**src/rtl/uart_io_pkg.sv**
```systemverilog
// Shared definitions for the UART processor I/O controller: register offsets,
// STATUS/CTRL bit positions and TX/interrupt FSM state encodings.
package uart_io_pkg;

    localparam int NUM_REGS   = 3;
    localparam int OFF_DATA   = 0;
    localparam int OFF_STATUS = 1;
    localparam int OFF_CTRL   = 2;

    localparam int ST_RXF   = 0;
    localparam int ST_TXRDY = 1;
    localparam int ST_FERR  = 2;
    localparam int ST_PERR  = 3;
    localparam int ST_OVF   = 4;
    localparam int ST_TXOVF = 5;

    localparam int CTRL_RXIE = 0;
    localparam int CTRL_TXIE = 1;

    localparam logic [1:0] TX_IDLE = 2'd0;
    localparam logic [1:0] TX_LOAD = 2'd1;
    localparam logic [1:0] TX_WAIT = 2'd2;

    localparam logic [0:0] INT_IDLE = 1'b0;
    localparam logic [0:0] INT_REQ  = 1'b1;

    // Field order matches the STATUS byte from bit 5 down to bit 0.
    typedef struct packed {
        logic txovf;
        logic ovf;
        logic perr;
        logic ferr;
        logic txrdy;
        logic rxf;
    } status_t;

    function automatic logic [7:0] status_byte(input status_t st);
        return {2'b00, st};
    endfunction

endpackage

```
**src/rtl/uart_rd_mux.sv**
```systemverilog
// Combinational processor read-back mux for the three-register window at BASE_ADDR.
module uart_rd_mux
    import uart_io_pkg::*;
#(
    parameter logic [15:0] BASE_ADDR = 16'h0000
) (
    input  logic [15:0] port_id,
    input  logic [7:0]  rx_hold,
    input  logic [7:0]  status,
    input  logic [7:0]  ctrl,
    output logic [15:0] in_port
);

    logic [NUM_REGS-1:0] hit;

    for (genvar gi = 0; gi < NUM_REGS; gi++) begin : g_dec
        assign hit[gi] = (port_id == BASE_ADDR + 16'(gi));
    end

    always_comb begin
        in_port = 16'h0000;
        if (hit[OFF_DATA]) begin
            in_port = {8'h00, rx_hold};
        end else if (hit[OFF_STATUS]) begin
            in_port = {8'h00, status};
        end else if (hit[OFF_CTRL]) begin
            in_port = {8'h00, ctrl};
        end
    end

endmodule

```
**src/rtl/uart_io_ctrl.sv**
```systemverilog
// Processor-port register front end for a UART: RX holding/status flags, TX load
// FSM and a level interrupt. Define UART_TX_BUF_EN to add a one-entry TX buffer.
module uart_io_ctrl
    import uart_io_pkg::*;
#(
    parameter logic [15:0] BASE_ADDR = 16'h0000
) (
    input  logic        clk,
    input  logic        reset,
    input  logic [15:0] port_id,
    input  logic        read_strobe,
    input  logic        write_strobe,
    input  logic [15:0] out_port,
    output logic [15:0] in_port,
    output logic        interrupt,
    input  logic        interrupt_ack,
    input  logic [7:0]  rx_data,
    input  logic        rx_rdy,
    input  logic        rx_ferr,
    input  logic        rx_perr,
    input  logic        tx_rdy,
    output logic [7:0]  tx_data,
    output logic        tx_load
);

    logic [NUM_REGS-1:0] sel;
    logic rd_data, rd_status, wr_data, wr_ctrl;

    for (genvar gi = 0; gi < NUM_REGS; gi++) begin : g_sel
        assign sel[gi] = (port_id == BASE_ADDR + 16'(gi));
    end

    assign rd_data   = read_strobe  & sel[OFF_DATA];
    assign rd_status = read_strobe  & sel[OFF_STATUS];
    assign wr_data   = write_strobe & sel[OFF_DATA];
    assign wr_ctrl   = write_strobe & sel[OFF_CTRL];

    logic [7:0] rx_hold_reg, rx_hold_next;
    logic       rxf_reg, rxf_next;
    logic       ovf_reg, ovf_next;
    logic       ferr_reg, ferr_next;
    logic       perr_reg, perr_next;
    logic       txovf_reg, txovf_next;
    logic [1:0] ctrl_reg, ctrl_next;
    logic [1:0] tx_state_reg, tx_state_next;
    logic [7:0] tx_data_reg, tx_data_next;
    logic [0:0] int_state_reg, int_state_next;
    logic       rxf_d_reg, txrdy_d_reg;
    logic       txrdy, direct_ok, txovf_set, int_event;
    status_t    status;

`ifdef UART_TX_BUF_EN
    logic       buf_full_reg, buf_full_next;
    logic [7:0] buf_data_reg, buf_data_next;

    always_comb begin
        buf_full_next = buf_full_reg;
        buf_data_next = buf_data_reg;
        if (tx_state_reg == TX_IDLE && tx_rdy && buf_full_reg) begin
            buf_full_next = 1'b0;
        end
        if (wr_data && !direct_ok && !buf_full_reg) begin
            buf_full_next = 1'b1;
            buf_data_next = out_port[7:0];
        end
    end

    always_ff @(posedge clk) begin
        if (reset) begin
            buf_full_reg <= 1'b0;
            buf_data_reg <= 8'h00;
        end else begin
            buf_full_reg <= buf_full_next;
            buf_data_reg <= buf_data_next;
        end
    end

    // A full buffer rejects the write even if it drains this cycle.
    assign txovf_set = wr_data & ~direct_ok & buf_full_reg;
`else
    logic       buf_full_reg;
    logic [7:0] buf_data_reg;
    assign buf_full_reg = 1'b0;
    assign buf_data_reg = 8'h00;
    assign txovf_set    = wr_data & ~direct_ok;
`endif

    assign txrdy     = (tx_state_reg == TX_IDLE) & tx_rdy & ~buf_full_reg;
    assign direct_ok = txrdy;

    always_comb begin
        tx_state_next = tx_state_reg;
        tx_data_next  = tx_data_reg;
        case (tx_state_reg)
            TX_IDLE: begin
                if (tx_rdy) begin
                    if (buf_full_reg) begin
                        tx_state_next = TX_LOAD;
                        tx_data_next  = buf_data_reg;
                    end else if (wr_data) begin
                        tx_state_next = TX_LOAD;
                        tx_data_next  = out_port[7:0];
                    end
                end
            end
            TX_LOAD: tx_state_next = TX_WAIT;
            // The transmitter dropping tx_rdy confirms it took the byte.
            TX_WAIT: if (!tx_rdy) tx_state_next = TX_IDLE;
            default: tx_state_next = TX_IDLE;
        endcase
    end

    // Set events take priority over read-side clears.
    always_comb begin
        rx_hold_next = rx_rdy ? rx_data : rx_hold_reg;
        rxf_next     = rx_rdy | (rxf_reg & ~rd_data);
        ovf_next     = (rx_rdy & rxf_reg & ~rd_data) | (ovf_reg & ~rd_status);
        ferr_next    = (rx_rdy & rx_ferr) | (ferr_reg & ~rd_status);
        perr_next    = (rx_rdy & rx_perr) | (perr_reg & ~rd_status);
        txovf_next   = txovf_set | (txovf_reg & ~rd_status);
        ctrl_next    = wr_ctrl ? out_port[1:0] : ctrl_reg;
    end

    assign int_event = (rxf_reg & ~rxf_d_reg & ctrl_reg[CTRL_RXIE])
                     | (txrdy & ~txrdy_d_reg & ctrl_reg[CTRL_TXIE]);

    // Events arriving while a request is outstanding are discarded, not queued.
    always_comb begin
        int_state_next = int_state_reg;
        case (int_state_reg)
            INT_IDLE: if (int_event) int_state_next = INT_REQ;
            INT_REQ:  if (interrupt_ack) int_state_next = INT_IDLE;
            default:  int_state_next = INT_IDLE;
        endcase
    end

    always_ff @(posedge clk) begin
        if (reset) begin
            rx_hold_reg   <= 8'h00;
            rxf_reg       <= 1'b0;
            ovf_reg       <= 1'b0;
            ferr_reg      <= 1'b0;
            perr_reg      <= 1'b0;
            txovf_reg     <= 1'b0;
            ctrl_reg      <= 2'b00;
            tx_state_reg  <= TX_IDLE;
            tx_data_reg   <= 8'h00;
            int_state_reg <= INT_IDLE;
            rxf_d_reg     <= 1'b0;
            txrdy_d_reg   <= 1'b0;
        end else begin
            rx_hold_reg   <= rx_hold_next;
            rxf_reg       <= rxf_next;
            ovf_reg       <= ovf_next;
            ferr_reg      <= ferr_next;
            perr_reg      <= perr_next;
            txovf_reg     <= txovf_next;
            ctrl_reg      <= ctrl_next;
            tx_state_reg  <= tx_state_next;
            tx_data_reg   <= tx_data_next;
            int_state_reg <= int_state_next;
            rxf_d_reg     <= rxf_reg;
            txrdy_d_reg   <= txrdy;
        end
    end

    always_comb begin
        status       = '0;
        status.rxf   = rxf_reg;
        status.txrdy = txrdy;
        status.ferr  = ferr_reg;
        status.perr  = perr_reg;
        status.ovf   = ovf_reg;
        status.txovf = txovf_reg;
    end

    uart_rd_mux #(
        .BASE_ADDR(BASE_ADDR)
    ) u_rd_mux (
        .port_id(port_id),
        .rx_hold(rx_hold_reg),
        .status (status_byte(status)),
        .ctrl   ({6'b000000, ctrl_reg}),
        .in_port(in_port)
    );

    assign tx_load   = (tx_state_reg == TX_LOAD);
    assign tx_data   = tx_data_reg;
    assign interrupt = (int_state_reg == INT_REQ);

endmodule

```
**config.mk**
```make
export PLATFORM = sky130hd
export DESIGN_NAME = uart_io_ctrl
export DESIGN_NICKNAME = d
export VERILOG_FILES = /design/src/rtl/uart_io_pkg.sv /design/src/rtl/uart_rd_mux.sv /design/src/rtl/uart_io_ctrl.sv
export SDC_FILE = /design/constraint.sdc
export NUM_CORES = 1
export LEC_CHECK = 0
export ABC_AREA = 1
export BUFFER_PORTS_ARGS = -buffer_cell sky130_fd_sc_hd__buf_2
export CAP_MARGIN = 40
export CORE_MARGIN = 8
export CORE_UTILIZATION = 44
export DETAILED_ROUTE_END_ITERATION = 7
export PLACE_DENSITY = 0.83
export SLEW_MARGIN = 20
export SYNTH_ARGS = -nofsm -noshare
export SYNTH_HDL_FRONTEND = slang
export SYNTH_SLANG_ARGS = --single-unit
```
**constraint.sdc**
```tcl
create_clock -name clk -period 1.4 [get_ports clk]
set_input_delay 0 -clock clk [delete_from_list [all_inputs] [get_ports clk]]
set_output_delay 0 -clock clk [all_outputs]
set_load 0.005 [all_outputs]
```
# == After elaboration in Yosys (flattened, before gate mapping) ==
# Cells that the tools add are included.
# word_totals
output_inout_bits,26
regBits,28
inputBits,49
wordCells,64
# op_classes
n_reduce_logical,4
bitwise_logic,31
muxes,10
eq_ne,7
# op_table
op,n
two-way mux 16 bit,2
bitwise AND 1 bit,19
"equality test 16 x 1 -> 1 bit, second input constant",1
"equality test 16 x 2 -> 1 bit, second input constant",1
logical NOT 16 bit,1
two-way mux 2 bit,4
"!= test 2 bit, second input constant",3
NOT 1 bit,6
bitwise OR 1 bit,6
one-hot mux 2 bit (3 select lines),1
AND reduction 3 bit,2
"equality test 2 x 1 -> 1 bit, second input constant",1
"equality test 2 bit, second input constant",1
logical NOT 2 bit,1
two-way mux 1 bit,2
one-hot mux 1 bit (2 select lines),1

# == Longest topological paths before layout ==
# Gate-level depths: netlist of run 1.
# depth
word_depth,7
mapped_depth,9
depth_no_buf,9

# == Hierarchy ==
# A second synthesis of run 1 with hierarchy kept.
# unflattened
cells_unflattened,251
hier_area_um2,1614.0
# by_module_without_submodules
module,instances,seq_area_each_um2,cells_per_inst,area_each_um2
uart_io_ctrl,1,560.5,170,1188.6
uart_rd_mux,1,0.0,81,425.4

# == Worst setup path before layout of run 1 ==
# OpenSTA, ideal clock, no wires.
# synth_timing
kind,flip-flop to flip-flop
from,register tx_state_reg[0]
to,register tx_data_reg[0] (netlist: tx_data[0])
stages_incl_launch_ff,7
setup_time_ps,113
period_less_slack_ps,1208
t_arrival_ps,1095
path_buffers,1
required_ps,1287
slack_ps,192
path_cell_list,dfxtp_1 > or2_1 > nor2_2 > nand4_4 > buf_6 > nor2_1 > nor2_1
# synth_via
elab_chain_len,2
# synth_rtl
element,line_no,rtl
start: declaration,uart_io_ctrl.sv:45,"logic [1:0] tx_state_reg, tx_state_next;"
start signal: assignment,uart_io_ctrl.sv:159,tx_state_reg <= tx_state_next;
logical NOT 2 bit,uart_io_ctrl.sv:94,case (tx_state_reg)
AND reduction 3 bit (no source line),-,
end signal: assignment,uart_io_ctrl.sv:160,tx_data_reg <= tx_data_next;
end: declaration,uart_io_ctrl.sv:46,"logic [7:0] tx_data_reg, tx_data_next;"
# No other way between the ends.
# A chain may end at the register's enable or synchronous reset.

# == Worst setup path in the final report of run 1 ==
# layout_timing
from,register tx_state_reg[0]
to,output port in_port[1]
# layout_via
elab_chain_len,4
# layout_rtl
element,line_no,rtl
logical NOT 2 bit,uart_io_ctrl.sv:88,assign txrdy = (tx_state_reg == TX_IDLE) & tx_rdy & ~buf_full_reg;
bitwise AND 1 bit,uart_io_ctrl.sv:88,
two-way mux 16 bit,uart_rd_mux.sv:24,end else if (hit[OFF_STATUS]) begin
two-way mux 16 bit,uart_rd_mux.sv:22,if (hit[OFF_DATA]) begin
end: declaration,uart_io_ctrl.sv:14,"output logic [15:0] in_port,"
# No other way between the ends.

==> flow_summary.ini, run 1 <==
[status]
status = complete, but fails checks
violations = negative setup slack

[floorplan]
die_area_sq_um = 5290
die_w_um = 72.7
core_region_area_sq_um = 3050
ios = 75
die_h_um = 72.7
row_count = 20
initial_core_util_pct = 46.4

[timing]
finalHoldViolations = 0
maxSlewViolCount = 0
max_freq_ghz = 0.707
clock_skew_ns = 0.00259
fin_setup_tns_ns = -0.0141
fin_crit_ns = 1.41
setup_viol = 1
period_share_pct = 101
fin_ws_ns = -0.0141
holdWs_ns = 0.0439
rsz0062_at_grt = yes

[synth]
netlist_instances = 211
avgSynthCellArea_sq_um = 6.71
synth_cell_types = 21
synth_edf_count = 0
netlist_area_sq_um = 1420
synthFlopType = dfxtp_1
ys_ff_latch = 28
yosysWarnings = 0
synth-seq-area-share_pct = 39.6
async_reset_ff_share_pct = 0

[clocking]
clk_pin_slew_ns = 0.13
cts_tree = yes
cts_made_buffers = 3
cts_max_level = 1
clkSinkCount = 28
insertion_delay_ns = 0.31
cts_buffer_depth = 2
clockRootBuffer = clkbuf_4

[placement]
dp_hpwl_um = 2620
placed_cells = 307
place_ws_ns = 0.114
gp_congestion = 0.759
portBuffers = 58
dpl-instance-area_sq_um = 1690

[layout]
multiInputGateArea_sq_um = 696
nFillCells = 280
drive_above_1_share_pct = 27.1
regArea_sq_um = 562
utilization_pct = 65.0
stdcell_count = 337
nets = 343
area_growth_pct = 40.3
final_area_sq_um = 1990

[route]
wirelength_um = 3870
route.detailed.drc = 0
wire_per_inst_um = 11.5
drt_iter0_drc = 104
vias = 1500
vias_per_cell = 4.45
ant_nets = 0
first_pass_iters = 4

[global_route]
grt_pass1_wl_um = 6360
first_global_vias = 1465
track_usage_pct = 14.8
antenna_found_initial = 1
grt_max_degree = 18
gr-total-overflow = 0

[power]
total_power_mw = 1.36
powerDensity_nw_per_um2 = 683
vdd_drop_max_v = 0.000569
p_leak_nw = 1.06

[worst_setup_path]
crit_required_ns = 1.40
worstSetupEndpointType = output port
critPathMaxFanout = 2
cp-start-kind = flop
arrival_ns = 1.41
crit_type = reg2out

[hold_path]
hold_class = in2reg

[run]
maxCapViolations = 0
==> worst max-delay path, cell delays in order (launching register included) <==
cell     delay [ns]
dfxtp_2        0.34
or2_4          0.25
nor2_4         0.10
nand3_2        0.08
nand2_1        0.07
nor2_1         0.05
nor2_1         0.09
buf_2          0.13
==> final timing paths <==
check / cells past startpoint / startpoint / endpoint / slack [ns]
setup / recovery: 7 / tx_state_reg[0] / in_port[1] / -0.01
setup reg to reg: 7 / tx_state_reg[0] / tx_data[5] / 0.06
hold / removal: 4 / read_strobe / rxf_reg / 0.04
hold reg to reg: 2 / rx_hold_reg[6] / rx_hold_reg[6] / 0.47
==> cells in the mapped netlist, types with 2 or more instances <==
library cell   n  area (sq um)
buf_4          8          60.1
dfxtp_1       28           561
inv_1         23          86.3
o21ai_0        8          40.0
nand2_1       48           180
buf_6          2          22.5
clkbuf_1       3          11.3
nand3_1       12          60.1
nor2_4         2          22.5
nor2_1        48           180
nor2_2         5          31.3
a21oi_1       13          65.1
nand2_2        3          18.8
==> layout make-up <==
class	instances	share of cell area, %
flip-flops and latches	28	28.3
inverters	24	4.54
well taps	44	2.77
diodes	1	0.126
multi-input cells	152	35.0
repair buffers	85	28.1
clock buffers	3	1.13
==> cells by family (layout without fill, tap and decap cells) <==
logic type,after synthesis,in the layout,synth area share [%]
other cells,1,9,0.265
buf+inv,38,112,14.0
flops,28,28,39.6
compound gates,21,21,7.43
simple gates,123,123,38.7
==> per-layer routing <==
| layer | vias to the layer above | routed length [um] | global-route usage, % |
|---|---|---|---|
| met1 | 644 | 1580 | 16.2 |
| met3 | 6 | 390 | 5.22 |
| met5 | - | 0 | 0 |
| li1 | 790 | - | - |
| met2 | 60 | 1830 | 25.0 |
| met4 | 0 | 65 | 6.67 |
==> cells in the final DEF (no fill, tap or decap), drive strengths merged <==
master,synthesis,final
a21oi,13,13
buf,10,60
clkbuf,4,3
conb,1,8
dfxtp,28,28
diode,0,1
dlygate4sd3,0,25
inv,24,24
nand2,52,52
nand3,12,12
nand3b,1,1
nand4,1,1
nor2,55,55
nor4b,1,1
o21ai,8,8
or2,1,1
==> repair_timing <==
item,4_1_cts,5_1_grt
endpoints found under the hold margin,28,0
pin swaps,1,2
gates cloned,0,0
setup buffers,1,0
endpoints found under the setup margin,1,10
hold buffers,25,0
gates resized for setup,1,4
==> power breakdown <==
group | internal, mW | switching [mW]
logic | 0.112 | 0.0940
registers | 0.824 | 0.0132
clock network | 0.101 | 0.213
Power figures use the tool's default switching activity.
==> inputs of run 2 (changes only) <==
--- a/config.mk
+++ b/config.mk
@@ -11,8 +11,9 @@
 export CORE_MARGIN = 8
 export CORE_UTILIZATION = 44
 export DETAILED_ROUTE_END_ITERATION = 7
+export HOLD_SLACK_MARGIN = 0.05
 export PLACE_DENSITY = 0.83
-export SLEW_MARGIN = 20
+export SLEW_MARGIN = 40
 export SYNTH_ARGS = -nofsm -noshare
 export SYNTH_HDL_FRONTEND = slang
 export SYNTH_SLANG_ARGS = --single-unit
==> run 2 against run 1 <==
The flow still finishes with violations (negative setup slack); design area grew 1.2%; setup slack about the same; die area stayed put; global-route usage up 0.14 points; non-clock buffer count up 2; combinational power is 2% higher; clock skew is essentially flat; largest power group unchanged.
==> flow_summary.ini, run 2 (synthesis gave the netlist of run 1 again) <==
[status]
status = complete, but fails checks
violations = negative setup slack

[timing]
max_freq_ghz = 0.707
finalHoldViolations = 0
clock_skew_ns = 0.00273
holdWs_ns = 0.0692
fin_ws_ns = -0.0142
rsz0062_at_grt = yes
maxSlewViolCount = 0
fin_crit_ns = 1.41
setup_viol = 1
period_share_pct = 101

[clocking]
clk_pin_slew_ns = 0.14
clockRootBuffer = clkbuf_4
clkSinkCount = 28
cts_max_level = 1
cts_made_buffers = 3
cts_tree = yes
cts_buffer_depth = 2
insertion_delay_ns = 0.32

[worst_setup_path]
regToRegSetupSlack_ns = 0.06
worstSetupEndpointType = output port
crit_start = tx_state_reg[0]
crit_required_ns = 1.40
r2r_end = tx_data[5]
ff2ff_path_depth = 7
crit_type = reg2out
arrival_ns = 1.41
critPathMaxFanout = 2
r2r_start = tx_state_reg[0]
cp-start-kind = flop
critPathCapture = in_port[1]

[global_route]
grt_max_degree = 18
gr-total-overflow = 0
grt_pass1_wl_um = 6400
antenna_found_initial = 1
track_usage_pct = 14.9
first_global_vias = 1469

[placement]
place_ws_ns = 0.114
dp_hpwl_um = 2620
portBuffers = 58
gp_congestion = 0.759
dpl-instance-area_sq_um = 1690
placed_cells = 307

[layout]
final_cell_mix = buf_2, nor2_1, nand2_1
final_common_cell = buf_2
area_growth_pct = 42.0
multiInputGateArea_sq_um = 699
nFillCells = 273
stdcell_count = 339
regArea_sq_um = 562
final_area_sq_um = 2010
nets = 345
drive_above_1_share_pct = 27.2

[power]
total_power_mw = 1.37
vdd_drop_max_v = 0.000573
powerDensity_nw_per_um2 = 680
p_leak_nw = 1.06

[route]
vias_per_cell = 4.45
vias = 1508
wirelength_um = 3930
wire_per_inst_um = 11.6
ant_nets = 0
drt_iter0_drc = 70
first_pass_iters = 4
route.detailed.drc = 0

[run]
maxCapViolations = 0

[floorplan]
die_area_sq_um = 5290
row_count = 20
die_w_um = 72.7
initial_core_util_pct = 46.4
core_region_area_sq_um = 3050
ios = 75
die_h_um = 72.7

[hold_path]
hold_class = in2reg
==> run 2: changes by cell type in the layout (fill, tap and decap cells not counted) <==
| cell | before | now |
|---|---|---|
| a21oi_2 | 0 | 1 |
| dlygate4sd3_1 | 25 | 27 |
| a21oi_1 | 13 | 12 |
==> run 2: worst min-delay path by stage <==
stage	slack, ns	to	cells after the start	startpoint
after floorplan	0.08	tx_state_reg[0]	1	reset
after CTS	0.05	rx_hold_reg[1]	3	rx_rdy
after global placement	0.22	tx_data[2]	3	out_port[2]
final	0.07	rx_hold_reg[3]	3	rx_rdy
after global routing	0.09	rx_hold_reg[5]	3	rx_rdy
after detailed placement	0.23	tx_data[3]	3	out_port[3]
==> run 2: cell type report <==
| type | instances | area share [%] |
|---|---|---|
| Multi-Input combinational cell | 152 | 34.8 |
| Inverter | 24 | 4.48 |
| Clock buffer | 3 | 1.12 |
| Tap cell | 44 | 2.74 |
| Antenna cell | 1 | 0.125 |
| Sequential cell | 28 | 28.0 |
| Timing Repair Buffer | 87 | 28.8 |
==> run 2: report_power, final <==
group | internal (mW) | total (mW) | switching, mW | leakage (nW)
sequential | 0.824 | 0.837 | 0.0134 | 0.230
combinational | 0.116 | 0.211 | 0.0954 | 0.822
clock | 0.101 | 0.318 | 0.217 | 0.0138
==> run 2: per-stage QoR <==
step	utilization [%]	TNS (ns)
floorplan	-	0
global placement	55.2	0
detailed placement	55.2	0
CTS	65.2	-0.0406
global route	65.8	-0.592
finish	65.8	-0.0142
==> run 2: layer usage <==
| metal | vias to the layer above | part of all wire [%] | GRT usage (%) | wire, um |
|---|---|---|---|---|
| met3 | 6 | 10 | 5.36 | 393 |
| li1 | 794 | - | - | - |
| met2 | 64 | 48 | 25.3 | 1890 |
| met5 | - | 0 | 0 | 0 |
| met1 | 644 | 40 | 16.2 | 1590 |
| met4 | 0 | 1.5 | 6.67 | 60 |
==> run 2: repair_timing <==
action / in CTS / in global routing
hold buffers: 27 / 0
hold endpoints to repair: 28 / 0
resized for setup: 1 / 5
pin swaps: 1 / 2
buffers inserted: 1 / 0
endpoints found under the setup margin: 1 / 10
==> run 2: worst max-delay path, stage by stage, from the launching register on <==
cell     delay [ns]
dfxtp_2        0.34
or2_4          0.25
nor2_4         0.10
nand3_2        0.08
nand2_1        0.07
nor2_1         0.05
nor2_1         0.09
buf_2          0.12
